<file path="src/rtl/sccb_init_sequencer_pkg.sv">
// Shared types for the SCCB init sequencer: table entry layout, marker values, FSM states.
package sccb_init_sequencer_pkg;

  typedef struct packed {
    logic [7:0] sub_addr;
    logic [7:0] data;
  } entry_t;

  localparam logic [7:0] DLY_TAG  = 8'hFF;
  localparam entry_t     END_MARK = 16'hFFFF;

  typedef enum logic [3:0] {
    ST_IDLE,
    ST_FETCH,
    ST_DECODE,
    ST_DELAY,
    ST_ISSUE,
    ST_WAIT_DONE,
    ST_RELEASE,
    ST_CHECK,
    ST_GAP,
    ST_DONE,
    ST_ERROR
  } state_e;

endpackage

</file>
<file path="src/rtl/sccb_init_sequencer_if.sv">
// Request/response bundle between the init sequencer (master) and the SCCB core (slave).
interface sccb_init_sequencer_if;
  logic       sccb_start;
  logic       sccb_rw;
  logic [7:0] sccb_ip_addr;
  logic [7:0] sccb_sub_addr;
  logic [7:0] sccb_data_in;
  logic [7:0] sccb_data_out;
  logic       sccb_done;

  modport master (
    output sccb_start, sccb_rw, sccb_ip_addr, sccb_sub_addr, sccb_data_in,
    input  sccb_data_out, sccb_done
  );

  modport slave (
    input  sccb_start, sccb_rw, sccb_ip_addr, sccb_sub_addr, sccb_data_in,
    output sccb_data_out, sccb_done
  );
endinterface

</file>
<file path="src/rtl/sccb_init_sequencer_reg_rom.sv">
// Register table ROM: entry i lives at TABLE_INIT[16*i +: 16]; one-cycle synchronous read.
module sccb_init_sequencer_reg_rom
  import sccb_init_sequencer_pkg::*;
#(
  parameter int unsigned TBL_DEPTH = 64,
  parameter logic [TBL_DEPTH*16-1:0] TABLE_INIT = (TBL_DEPTH*16)'(48'hFFFF_1101_1280),
  localparam int unsigned IW = $clog2(TBL_DEPTH)
) (
  input  logic          clk_i,
  input  logic [IW-1:0] addr_i,
  output entry_t        entry_o
);

  always_ff @(posedge clk_i) begin
    entry_o <= TABLE_INIT[{addr_i, 4'b0000} +: 16];
  end

endmodule

</file>
<file path="src/rtl/sccb_init_sequencer.sv">
// Camera register-init sequencer: walks the register table issuing one SCCB transaction
// per entry, with optional read-back verify, bounded retries and millisecond delay entries.
module sccb_init_sequencer
  import sccb_init_sequencer_pkg::*;
#(
  parameter logic [7:0]  DEV_ID      = 8'h42,
  parameter int unsigned TBL_DEPTH   = 64,
  parameter bit          VERIFY      = 1'b1,
  parameter int unsigned MAX_RETRY   = 3,
  parameter int unsigned MS_CYCLES   = 8000,
  parameter int unsigned GAP_CYCLES  = 800,
  parameter int unsigned TIMEOUT_CYC = 200000,
  parameter logic [7:0]  NOVFY_ADDR  = 8'h12,
  parameter logic [TBL_DEPTH*16-1:0] TABLE_INIT = (TBL_DEPTH*16)'(48'hFFFF_1101_1280),
  localparam int unsigned IW = $clog2(TBL_DEPTH)
) (
  input  logic                  XCLK,
  input  logic                  RST,
  input  logic                  init_go,
  sccb_init_sequencer_if.master sccb,
  output logic                  busy,
  output logic                  init_done,
  output logic                  init_err,
  output logic [IW-1:0]         err_index
);

  localparam int unsigned IXW     = IW + 1;
  localparam int unsigned RTW     = $clog2(MAX_RETRY + 1);
  localparam int unsigned DLY_MAX = 255 * MS_CYCLES;
  localparam int unsigned CNT_A   = (TIMEOUT_CYC > DLY_MAX) ? TIMEOUT_CYC : DLY_MAX;
  localparam int unsigned CNT_MAX = (CNT_A > GAP_CYCLES) ? CNT_A : GAP_CYCLES;
  localparam int unsigned CW      = $clog2(CNT_MAX + 1);

  state_e         state_q, state_d;
  logic [IXW-1:0] idx_q, idx_d;
  logic [RTW-1:0] retry_q, retry_d;
  logic [CW-1:0]  cnt_q, cnt_d;
  logic [7:0]     sub_q, sub_d, data_q, data_d, rdata_q, rdata_d;
  logic           fail_q, fail_d;
  logic [IW-1:0]  err_idx_q, err_idx_d;
  logic           start_q, start_d, busy_q, busy_d, done_q, done_d, err_q, err_d;
  logic           pass_c;
  entry_t         rom_entry;

  sccb_init_sequencer_reg_rom #(
    .TBL_DEPTH  (TBL_DEPTH),
    .TABLE_INIT (TABLE_INIT)
  ) u_rom (
    .clk_i   (XCLK),
    .addr_i  (idx_q[IW-1:0]),
    .entry_o (rom_entry)
  );

  // A timed-out attempt never passes; the self-clearing register is never compared.
  assign pass_c = !fail_q && (!VERIFY || (sub_q == NOVFY_ADDR) || (rdata_q == data_q));

  always_ff @(posedge XCLK or posedge RST) begin
    if (RST) state_q <= ST_IDLE;
    else     state_q <= state_d;
  end

  // Next state plus datapath; one down-counter serves DELAY, GAP and the done timeout.
  always_comb begin
    state_d   = state_q;
    idx_d     = idx_q;
    retry_d   = retry_q;
    cnt_d     = cnt_q;
    sub_d     = sub_q;
    data_d    = data_q;
    rdata_d   = rdata_q;
    fail_d    = fail_q;
    err_idx_d = err_idx_q;
    unique case (state_q)
      ST_IDLE, ST_DONE, ST_ERROR: begin
        if (init_go) begin
          state_d = ST_FETCH;
          idx_d   = '0;
          retry_d = '0;
        end
      end
      ST_FETCH: state_d = (idx_q == IXW'(TBL_DEPTH)) ? ST_DONE : ST_DECODE;
      ST_DECODE: begin
        if (rom_entry == END_MARK) begin
          state_d = ST_DONE;
        end else if (rom_entry.sub_addr == DLY_TAG) begin
          if (rom_entry.data == 8'h00) begin
            state_d = ST_FETCH;
            idx_d   = idx_q + IXW'(1);
          end else begin
            state_d = ST_DELAY;
            cnt_d   = CW'(rom_entry.data * MS_CYCLES);
          end
        end else begin
          state_d = ST_ISSUE;
          sub_d   = rom_entry.sub_addr;
          data_d  = rom_entry.data;
          fail_d  = 1'b0;
        end
      end
      ST_DELAY: begin
        if (cnt_q <= CW'(1)) begin
          state_d = ST_FETCH;
          idx_d   = idx_q + IXW'(1);
        end else begin
          cnt_d = cnt_q - CW'(1);
        end
      end
      ST_ISSUE: begin
        state_d = ST_WAIT_DONE;
        cnt_d   = CW'(TIMEOUT_CYC);
      end
      ST_WAIT_DONE: begin
        if (sccb.sccb_done) begin
          state_d = ST_RELEASE;
          rdata_d = sccb.sccb_data_out;
        end else if (cnt_q <= CW'(1)) begin
          state_d = ST_RELEASE;
          fail_d  = 1'b1;
        end else begin
          cnt_d = cnt_q - CW'(1);
        end
      end
      ST_RELEASE: if (!sccb.sccb_done) state_d = ST_CHECK;
      ST_CHECK: begin
        if (pass_c) begin
          state_d = ST_GAP;
          idx_d   = idx_q + IXW'(1);
          retry_d = '0;
          cnt_d   = CW'(GAP_CYCLES);
        end else if (retry_q == RTW'(MAX_RETRY - 1)) begin
          state_d   = ST_ERROR;
          err_idx_d = idx_q[IW-1:0];
        end else begin
          state_d = ST_GAP;
          retry_d = retry_q + RTW'(1);
          cnt_d   = CW'(GAP_CYCLES);
        end
      end
      ST_GAP: begin
        if (cnt_q <= CW'(1)) state_d = ST_FETCH;
        else                 cnt_d   = cnt_q - CW'(1);
      end
      default: state_d = ST_IDLE;
    endcase
  end

  // Moore outputs decoded from the next state so their registers line up with state_q.
  always_comb begin
    start_d = 1'b0;
    busy_d  = 1'b0;
    done_d  = 1'b0;
    err_d   = 1'b0;
    start_d = (state_d == ST_ISSUE) || (state_d == ST_WAIT_DONE);
    busy_d  = !(state_d inside {ST_IDLE, ST_DONE, ST_ERROR});
    done_d  = (state_d == ST_DONE);
    err_d   = (state_d == ST_ERROR);
  end

  always_ff @(posedge XCLK or posedge RST) begin
    if (RST) begin
      idx_q     <= '0;
      retry_q   <= '0;
      cnt_q     <= '0;
      sub_q     <= '0;
      data_q    <= '0;
      rdata_q   <= '0;
      fail_q    <= 1'b0;
      err_idx_q <= '0;
      start_q   <= 1'b0;
      busy_q    <= 1'b0;
      done_q    <= 1'b0;
      err_q     <= 1'b0;
    end else begin
      idx_q     <= idx_d;
      retry_q   <= retry_d;
      cnt_q     <= cnt_d;
      sub_q     <= sub_d;
      data_q    <= data_d;
      rdata_q   <= rdata_d;
      fail_q    <= fail_d;
      err_idx_q <= err_idx_d;
      start_q   <= start_d;
      busy_q    <= busy_d;
      done_q    <= done_d;
      err_q     <= err_d;
    end
  end

  assign sccb.sccb_start    = start_q;
  assign sccb.sccb_rw       = VERIFY;
  assign sccb.sccb_ip_addr  = DEV_ID;
  assign sccb.sccb_sub_addr = sub_q;
  assign sccb.sccb_data_in  = data_q;
  assign busy               = busy_q;
  assign init_done          = done_q;
  assign init_err           = err_q;
  assign err_index          = err_idx_q;

endmodule
</file>
<file path="src/flat_wrapper.sv">
// flat-port wrapper written by rule: the top's interface ports become plain ports
module sccb_init_sequencer_flat import sccb_init_sequencer_pkg::*;
#(
  parameter logic [7:0]  DEV_ID      = 8'h42,
  parameter int unsigned TBL_DEPTH   = 64,
  parameter bit          VERIFY      = 1'b1,
  parameter int unsigned MAX_RETRY   = 3,
  parameter int unsigned MS_CYCLES   = 8000,
  parameter int unsigned GAP_CYCLES  = 800,
  parameter int unsigned TIMEOUT_CYC = 200000,
  parameter logic [7:0]  NOVFY_ADDR  = 8'h12,
  parameter logic [TBL_DEPTH*16-1:0] TABLE_INIT = (TBL_DEPTH*16)'(48'hFFFF_1101_1280),
  localparam int unsigned IW = $clog2(TBL_DEPTH)
)
  (XCLK, RST, init_go, busy, init_done, init_err, err_index, sccb_sccb_start, sccb_sccb_rw, sccb_sccb_ip_addr, sccb_sccb_sub_addr, sccb_sccb_data_in, sccb_sccb_data_out, sccb_sccb_done);
  sccb_init_sequencer_if sccb_i ();
  input  logic XCLK;
  input  logic RST;
  input  logic init_go;
  output logic busy;
  output logic init_done;
  output logic init_err;
  output logic [IW-1:0] err_index;
  output wire logic [$bits(sccb_i.sccb_start)-1:0] sccb_sccb_start;
  output wire logic [$bits(sccb_i.sccb_rw)-1:0] sccb_sccb_rw;
  output wire logic [$bits(sccb_i.sccb_ip_addr)-1:0] sccb_sccb_ip_addr;
  output wire logic [$bits(sccb_i.sccb_sub_addr)-1:0] sccb_sccb_sub_addr;
  output wire logic [$bits(sccb_i.sccb_data_in)-1:0] sccb_sccb_data_in;
  input wire logic [$bits(sccb_i.sccb_data_out)-1:0] sccb_sccb_data_out;
  input wire logic [$bits(sccb_i.sccb_done)-1:0] sccb_sccb_done;
  assign sccb_sccb_start = sccb_i.sccb_start;
  assign sccb_sccb_rw = sccb_i.sccb_rw;
  assign sccb_sccb_ip_addr = sccb_i.sccb_ip_addr;
  assign sccb_sccb_sub_addr = sccb_i.sccb_sub_addr;
  assign sccb_sccb_data_in = sccb_i.sccb_data_in;
  assign sccb_i.sccb_data_out = sccb_sccb_data_out;
  assign sccb_i.sccb_done = sccb_sccb_done;
  sccb_init_sequencer #(.DEV_ID(DEV_ID), .TBL_DEPTH(TBL_DEPTH), .VERIFY(VERIFY), .MAX_RETRY(MAX_RETRY), .MS_CYCLES(MS_CYCLES), .GAP_CYCLES(GAP_CYCLES), .TIMEOUT_CYC(TIMEOUT_CYC), .NOVFY_ADDR(NOVFY_ADDR), .TABLE_INIT(TABLE_INIT)) u_core (.XCLK(XCLK), .RST(RST), .init_go(init_go), .sccb(sccb_i), .busy(busy), .init_done(init_done), .init_err(init_err), .err_index(err_index));
endmodule
</file>
<file path="config.mk">
export PLATFORM = sky130hd
export DESIGN_NAME = sccb_init_sequencer_flat
export DESIGN_NICKNAME = d
export VERILOG_FILES = /design/src/rtl/sccb_init_sequencer_pkg.sv /design/src/rtl/sccb_init_sequencer_if.sv /design/src/rtl/sccb_init_sequencer_reg_rom.sv /design/src/rtl/sccb_init_sequencer.sv /design/src/flat_wrapper.sv
export SDC_FILE = /design/constraint.sdc
export NUM_CORES = 1
export LEC_CHECK = 0
export ABC_CLOCK_PERIOD_IN_PS = 7000
export CAP_MARGIN = 20
export CORE_MARGIN = 3
export CORE_UTILIZATION = 45
export CTS_BUF_LIST = sky130_fd_sc_hd__clkbuf_2
export CTS_CLUSTER_DIAMETER = 30
export DETAILED_ROUTE_END_ITERATION = 16
export MAX_ROUTING_LAYER = met4
export PLACE_DENSITY = 0.67
export SKIP_LAST_GASP = 1
export SYNTH_ARGS = -nofsm -noshare
export SYNTH_HDL_FRONTEND = slang
export SYNTH_SLANG_ARGS = --single-unit
</file>
<file path="constraint.sdc">
create_clock -name XCLK -period 7 [get_ports XCLK]
set_input_delay 1.4 -clock XCLK [delete_from_list [all_inputs] [get_ports XCLK]]
set_output_delay 1.4 -clock XCLK [all_outputs]
set_load 0.02 [all_outputs]
</file>
======== Yosys cells after proc, flatten, opt, wreduce, memory -nomap -nowiden ========
Index checks and enable logic that the tools add are counted.
operators by class
  add/subtract/negate cells ............... 3
  multipliers ............................. 1
  magnitude comparators ................... 1
  eq/ne operators ......................... 31
  shifts and indexed selects .............. 1
  muxes and demuxes ....................... 36
  bitwise gates (word level) .............. 3
  reductions and logical operators ........ 22
operators by type and width
  kind                                                            count
  variable part select 1024 x 11 -> 16 bit, first input constant  1
  2-to-1 mux 21 bit                                               7
  case mux 21 bit (5 select lines)                                1
  2-to-1 mux 7 bit                                                6
  2-to-1 mux 4 bit                                                8
  case mux 4 bit (8 select lines)                                 1
  case mux 7 bit (4 select lines)                                 1
  == test 4 x 3 -> 1 bit, second input constant                   6
  <= comparator 21 x 1 -> 1 bit, second input constant            1
  subtractor 21 x 1 -> 21 bit, second input constant              1
  == test 4 bit, second input constant                            5
  == test 16 bit, second input constant                           1
  multiplier 8 x 7 -> 15 bit, second input constant               1
  2-to-1 mux 2 bit                                                5
  != test 2 x 1 -> 1 bit, second input constant                   5
  != test 2 bit, second input constant                            5
  AND reduction 3 bit                                             3
  == test 4 x 2 -> 1 bit, second input constant                   2
  == test 8 x 5 -> 1 bit, second input constant                   1
  == test 8 bit                                                   1
  == test 8 bit, second input constant                            1
  zero test 4 bit                                                 2
  zero test 8 bit                                                 1
  adder 7 x 1 -> 7 bit, second input constant                     1
  23 further kinds                                                31
storage, ports and cells
  flip-flop bits (word level) ............. 85
  logic and storage cells ................. 113

======== Depth between registers and ports, before layout ========
  depth in word-level cells ............... 8
  gate-level depth with buffers ........... 13
  depth with buffers taken out ............ 12

======== Hierarchy ========
A second synthesis with hierarchy kept.
unflattened totals
  cell total of the unflattened synthesis .. 600
  area total of the unflattened synthesis .. 5595.4 µm²
modules (own cells, without submodules)
  module                       instances  cells each  area each (µm²)  seq. area each (µm²)
  sccb_init_sequencer          1          574         5338.9           1726.7
  sccb_init_sequencer_reg_rom  1          26          256.5            80.1

======== Least setup slack after synthesis ========
Ideal clock, no wire load.
  path kind ............................... register -> register
  from .................................... register u_core.u_rom.entry_o[6] (netlist bit)
  to ...................................... register u_core.cnt_q[20]
  setup time .............................. 0.086 ns
  arrival ................................. 3.081 ns
  data required time ...................... 6.914 ns
  slack ................................... 3.833 ns
  stages on the path, launching flop included .. 12
  cell sequence ........................... dfxtp_1 > clkbuf_1 > inv_1 > ha_1 > ha_1 > or3b_2 > a31oi_1 > a2111oi_0 > nor3_1 > mux2i_1 > a211oi_1 > nor3_1
between the ends
  cells in the longest elaborated chain, start to end .. 5
  elaborated cells on any way between the ends .. 10
RTL lines
  element                           line                               text
  start, declared                   sccb_init_sequencer_reg_rom.sv:11  output entry_t entry_o
  start signal, assigned            sccb_init_sequencer_reg_rom.sv:15  entry_o <= TABLE_INIT[{addr_i, 4'b0000} +: 16];
  multiplier 8 x 7 -> 15 bit        sccb_init_sequencer.sv:91          cnt_d = CW'(rom_entry.data * MS_CYCLES);
  2-to-1 mux 21 bit                 sccb_init_sequencer.sv:86          if (rom_entry.data == 8'h00) begin
  2-to-1 mux 21 bit                 sccb_init_sequencer.sv:85          end else if (rom_entry.sub_addr == DLY_TAG) begin
  2-to-1 mux 21 bit                 sccb_init_sequencer.sv:83          if (rom_entry == END_MARK) begin
  case mux 21 bit (5 select lines)  sccb_init_sequencer.sv:73          unique case (state_q)
  end signal, assigned              sccb_init_sequencer.sv:176         cnt_q <= cnt_d;
  end, declared                     sccb_init_sequencer.sv:37          logic [CW-1:0] cnt_q, cnt_d;
Several ways; a longest one is shown, not always the timed one. The select of a mux whose other input is x is not followed.
A chain may end at the register's enable or synchronous reset.

======== Worst setup path in the final report ========
Ends and elaborated chain as after synthesis.

==> impl_metrics.yaml <==
cts:
  htree_levels: 3
  clockRootBuffer: "clkbuf_2"
  clock_latency_ps: 490
  cts.clk_slew.worst_paths_ps: 200
  postCtsSetupBuffers: 0
  cts_hold_buf: 0
  cts_resized: 0
  cts_tree: "yes"
  clock-sinks: 61
  cts_buffers: 9
  cts_buffer_depth: 2
detailed_routing:
  vias: 3588
  routed_wl_um: 9960
  first_iter_violations: 235
  first_pass_iters: 6
  viasPerCell: 5.82
  wl_per_cell_um: 16.2
  ant_nets: 0
  remaining_drc_errors: 0
setup_path:
  path_max_fanout: 17
  startpoint_type: "register"
  required_ps: 7430
  worst-setup-path-type: "reg -> reg"
  end_kind: "register"
  worstPathArrival_ps: 3950
hold_path:
  hp-class: "reg -> reg"
timing:
  slew_violations: 0
  rsz0062_at_grt: "false"
  holdWs_ps: 500
  finalSetupViolCount: 0
  finalHoldViolations: 0
  worst_slack_ps: 3480
  timing.setup.tns_ps: 0
  post-route-period-util: 0.503
  fin_skew_ps: 37.8
  relSlewSlack: 0.394
  clock.fmax_mhz: 284
  worstMarginPinSlew_ps: 900
  period_needed_ps: 3520
placed_design:
  dpl.hpwl_um: 7230
  place_area_um2: 4510
  place_congestion: 0.950
  placedCellCount: 600
  port_buffers: 37
  post-place-ws_ps: 3360
power:
  fin_total_pwr_mw: 2.16
  p_sw_mw: 1.06
  p_leak_nw: 1.97
  swShare: 0.490
  powerDensity_nw_per_um2: 466
  seqPwrFrac: 0.299
  internal-power_mw: 1.10
  combPwrFrac: 0.601
  ir_worst_vdd_uv: 215
  clockPowerShare: 0.099
job:
  maxCapViolCount: 0
floorplanning:
  rows: 34
  fp.dieH_um: 103
  core_area_um2: 8930
  dieArea_um2: 10600
  initial_core_util: 0.474
  die_w_um: 103
  io_pins: 47
finish:
  fin_nets: 543
  finalNonFillerCells: 616
  utilization: 0.520
  drive_gt1_frac: 0.0846
  antenna_cells: 0
  fill_cells: 865
  fin_area_um2: 4640
  syn_to_final_growth_pct: 9.60
global_routing:
  grt_max_degree: 58
  track_usage: 0.203
  grt.overflow.total: 0
  grt_pass1_wl_um: 16600
  antenna_found_initial: 0
  first_global_vias: 3369
yosys:
  syn_area_um2: 4240
  async_reset_ff_frac: 0.934
  ys.flop_type: "dfrtp_1"
  syn_inst: 487
  synth_warnings: 0
  synth_edf_count: 0
  syn_avg_cell_area_um2: 8.70
  synth.distinct_cells: 66
  yosys_register_bits: 61
  synth.yosys.seq_area_share: 0.356
run_status:
  outcome: "complete, no violations"
-- flip-flops by register name, indices dropped and copies added (netlist names) --
register and cells:
u_core.cnt_q 21, u_core.rdata_q 8, u_core.idx_q 7, u_core.err_index 6, u_core.state_q 4, u_core.u_rom.entry_o 4
u_core.retry_q 2, u_core.sccb.sccb_data_in 2, u_core.sccb.sccb_sub_addr 2, u_core.busy 1, u_core.fail_q 1, u_core.init_done 1
u_core.init_err 1, u_core.sccb.sccb_start 1
-- cell usage after synthesis (6+ instances only) --
| master | count | area, um^2 |
|---|---|---|
| dfrtp_1 | 57 | 1430 |
| nor2_1 | 47 | 176 |
| mux2_2 | 14 | 158 |
| nor3_1 | 21 | 105 |
| nand2b_1 | 9 | 56.3 |
| clkbuf_1 | 14 | 52.6 |
| xor2_1 | 12 | 105 |
| a211oi_1 | 7 | 52.6 |
| a21oi_1 | 21 | 105 |
| buf_4 | 21 | 158 |
| o21ai_0 | 34 | 170 |
| inv_1 | 21 | 78.8 |
| o31ai_1 | 6 | 45.0 |
| o21ai_1 | 13 | 65.1 |
| nand3_1 | 10 | 50.1 |
| nand2_1 | 38 | 143 |
| ha_1 | 27 | 338 |
| nor4_1 | 11 | 68.8 |
-- worst paths after layout --
check / startpoint / to / slack, ps / depth (start not counted)
max in group asynchronous: RST / u_core.retry_q[0]$_DFFE_PP0P_ / 5080 / 3
min reg2reg: u_core.retry_q[0]$_DFFE_PP0P_ / u_core.retry_q[0]$_DFFE_PP0P_ / 500 / 1
min: u_core.retry_q[0]$_DFFE_PP0P_ / u_core.retry_q[0]$_DFFE_PP0P_ / 500 / 1
min in group asynchronous: RST / u_core.sccb.sccb_start$_DFF_PP0_ / 1420 / 3
max: u_core.u_rom.entry_o[6]$_DFF_P_ / u_core.cnt_q[20]$_DFFE_PP0P_ / 3480 / 10
max reg2reg: u_core.u_rom.entry_o[6]$_DFF_P_ / u_core.cnt_q[20]$_DFFE_PP0P_ / 3480 / 10
-- routing by layer --
metal	vias up	wire, um	global-route usage
met4	0	120	0.0428
li1	1760	-	-
met1	1730	4610	0.277
met3	12	429	0.0399
met5	-	0	-
met2	86	4800	0.313
-- cell usage in the layout, fill, tap and decap left out, types with 3 or more instances in the layout --
master           netlist  final
xor2_1                12     12
nand2_1               38     38
or2_2                  4      4
o31ai_1                6      6
nand2b_1               9      9
dfxtp_1                4      4
nand3_1               10     10
nor2_1                47     47
a221o_1                3      3
nor2b_1                4      4
a21oi_1               21     21
and3_1                 3      3
xnor2_1                3      3
ha_1                  27     27
nor3_1                21     21
conb_1                 2      9
o22a_1                 5      5
mux2_2                14     14
nand3b_1               4      4
a22oi_1                3      3
o21ai_1               13     13
o211ai_1               4      4
clkdlybuf4s50_1        0     37
and2_1                 5      5
dfrtp_1               57     57
a211o_1                3      3
a211oi_1               7      7
buf_4                 21      3
or4_1                  4      4
a31oi_1                5      5
o21a_1                 4      4
nand4_1                3      3
inv_1                 21     20
nor4_1                11     11
clkbuf_2               0      9
o21ai_0               34     34
-- critical path, stage by stage, from the launching register on --
cell and delay [ps]:
dfxtp_1 720, inv_1 310, ha_1 450, ha_1 330
or3b_2 450, a31oi_1 280, a2111oi_0 110, nor3_1 260
mux2i_1 310, a211oi_1 80, nor3_1 190
-- area by class of cell --
| cell class | count | area, um^2 | area share |
|---|---|---|---|
| Inverter | 21 | 78.8 | 0.0170 |
| Timing Repair Buffer | 41 | 420 | 0.0906 |
| Clock buffer | 9 | 45.0 | 0.00970 |
| Sequential cell | 61 | 1510 | 0.325 |
| Clock inverter | 6 | 55.1 | 0.0119 |
| Multi-Input combinational cell | 370 | 2400 | 0.517 |
| Tap cell | 108 | 135 | 0.0291 |
-- power groups by stage --
stage	Combinational, mW	Sequential [mW]	Clock [mW]
global route	1.44	0.671	0.239
global placement	1.23	0.646	0
finish	1.30	0.647	0.215
CTS	1.26	0.644	0.223
detailed placement	1.26	0.652	0
floorplan	1.04	0.595	0
-- kinds of logic after synthesis --
family / after synthesis / synth area share
AND/OR/NAND/NOR: 173 / 0.206
adder cells (fa/ha/maj): 28 / 0.0821
AO/OA/AOI/OAI: 129 / 0.198
flip-flops: 61 / 0.356
buffers and inverters: 63 / 0.0836
other: 2 / 0.00177
XOR/XNOR: 15 / 0.0310
multiplexers: 16 / 0.0419
Note: power is estimated with default switching activity, not from simulation.
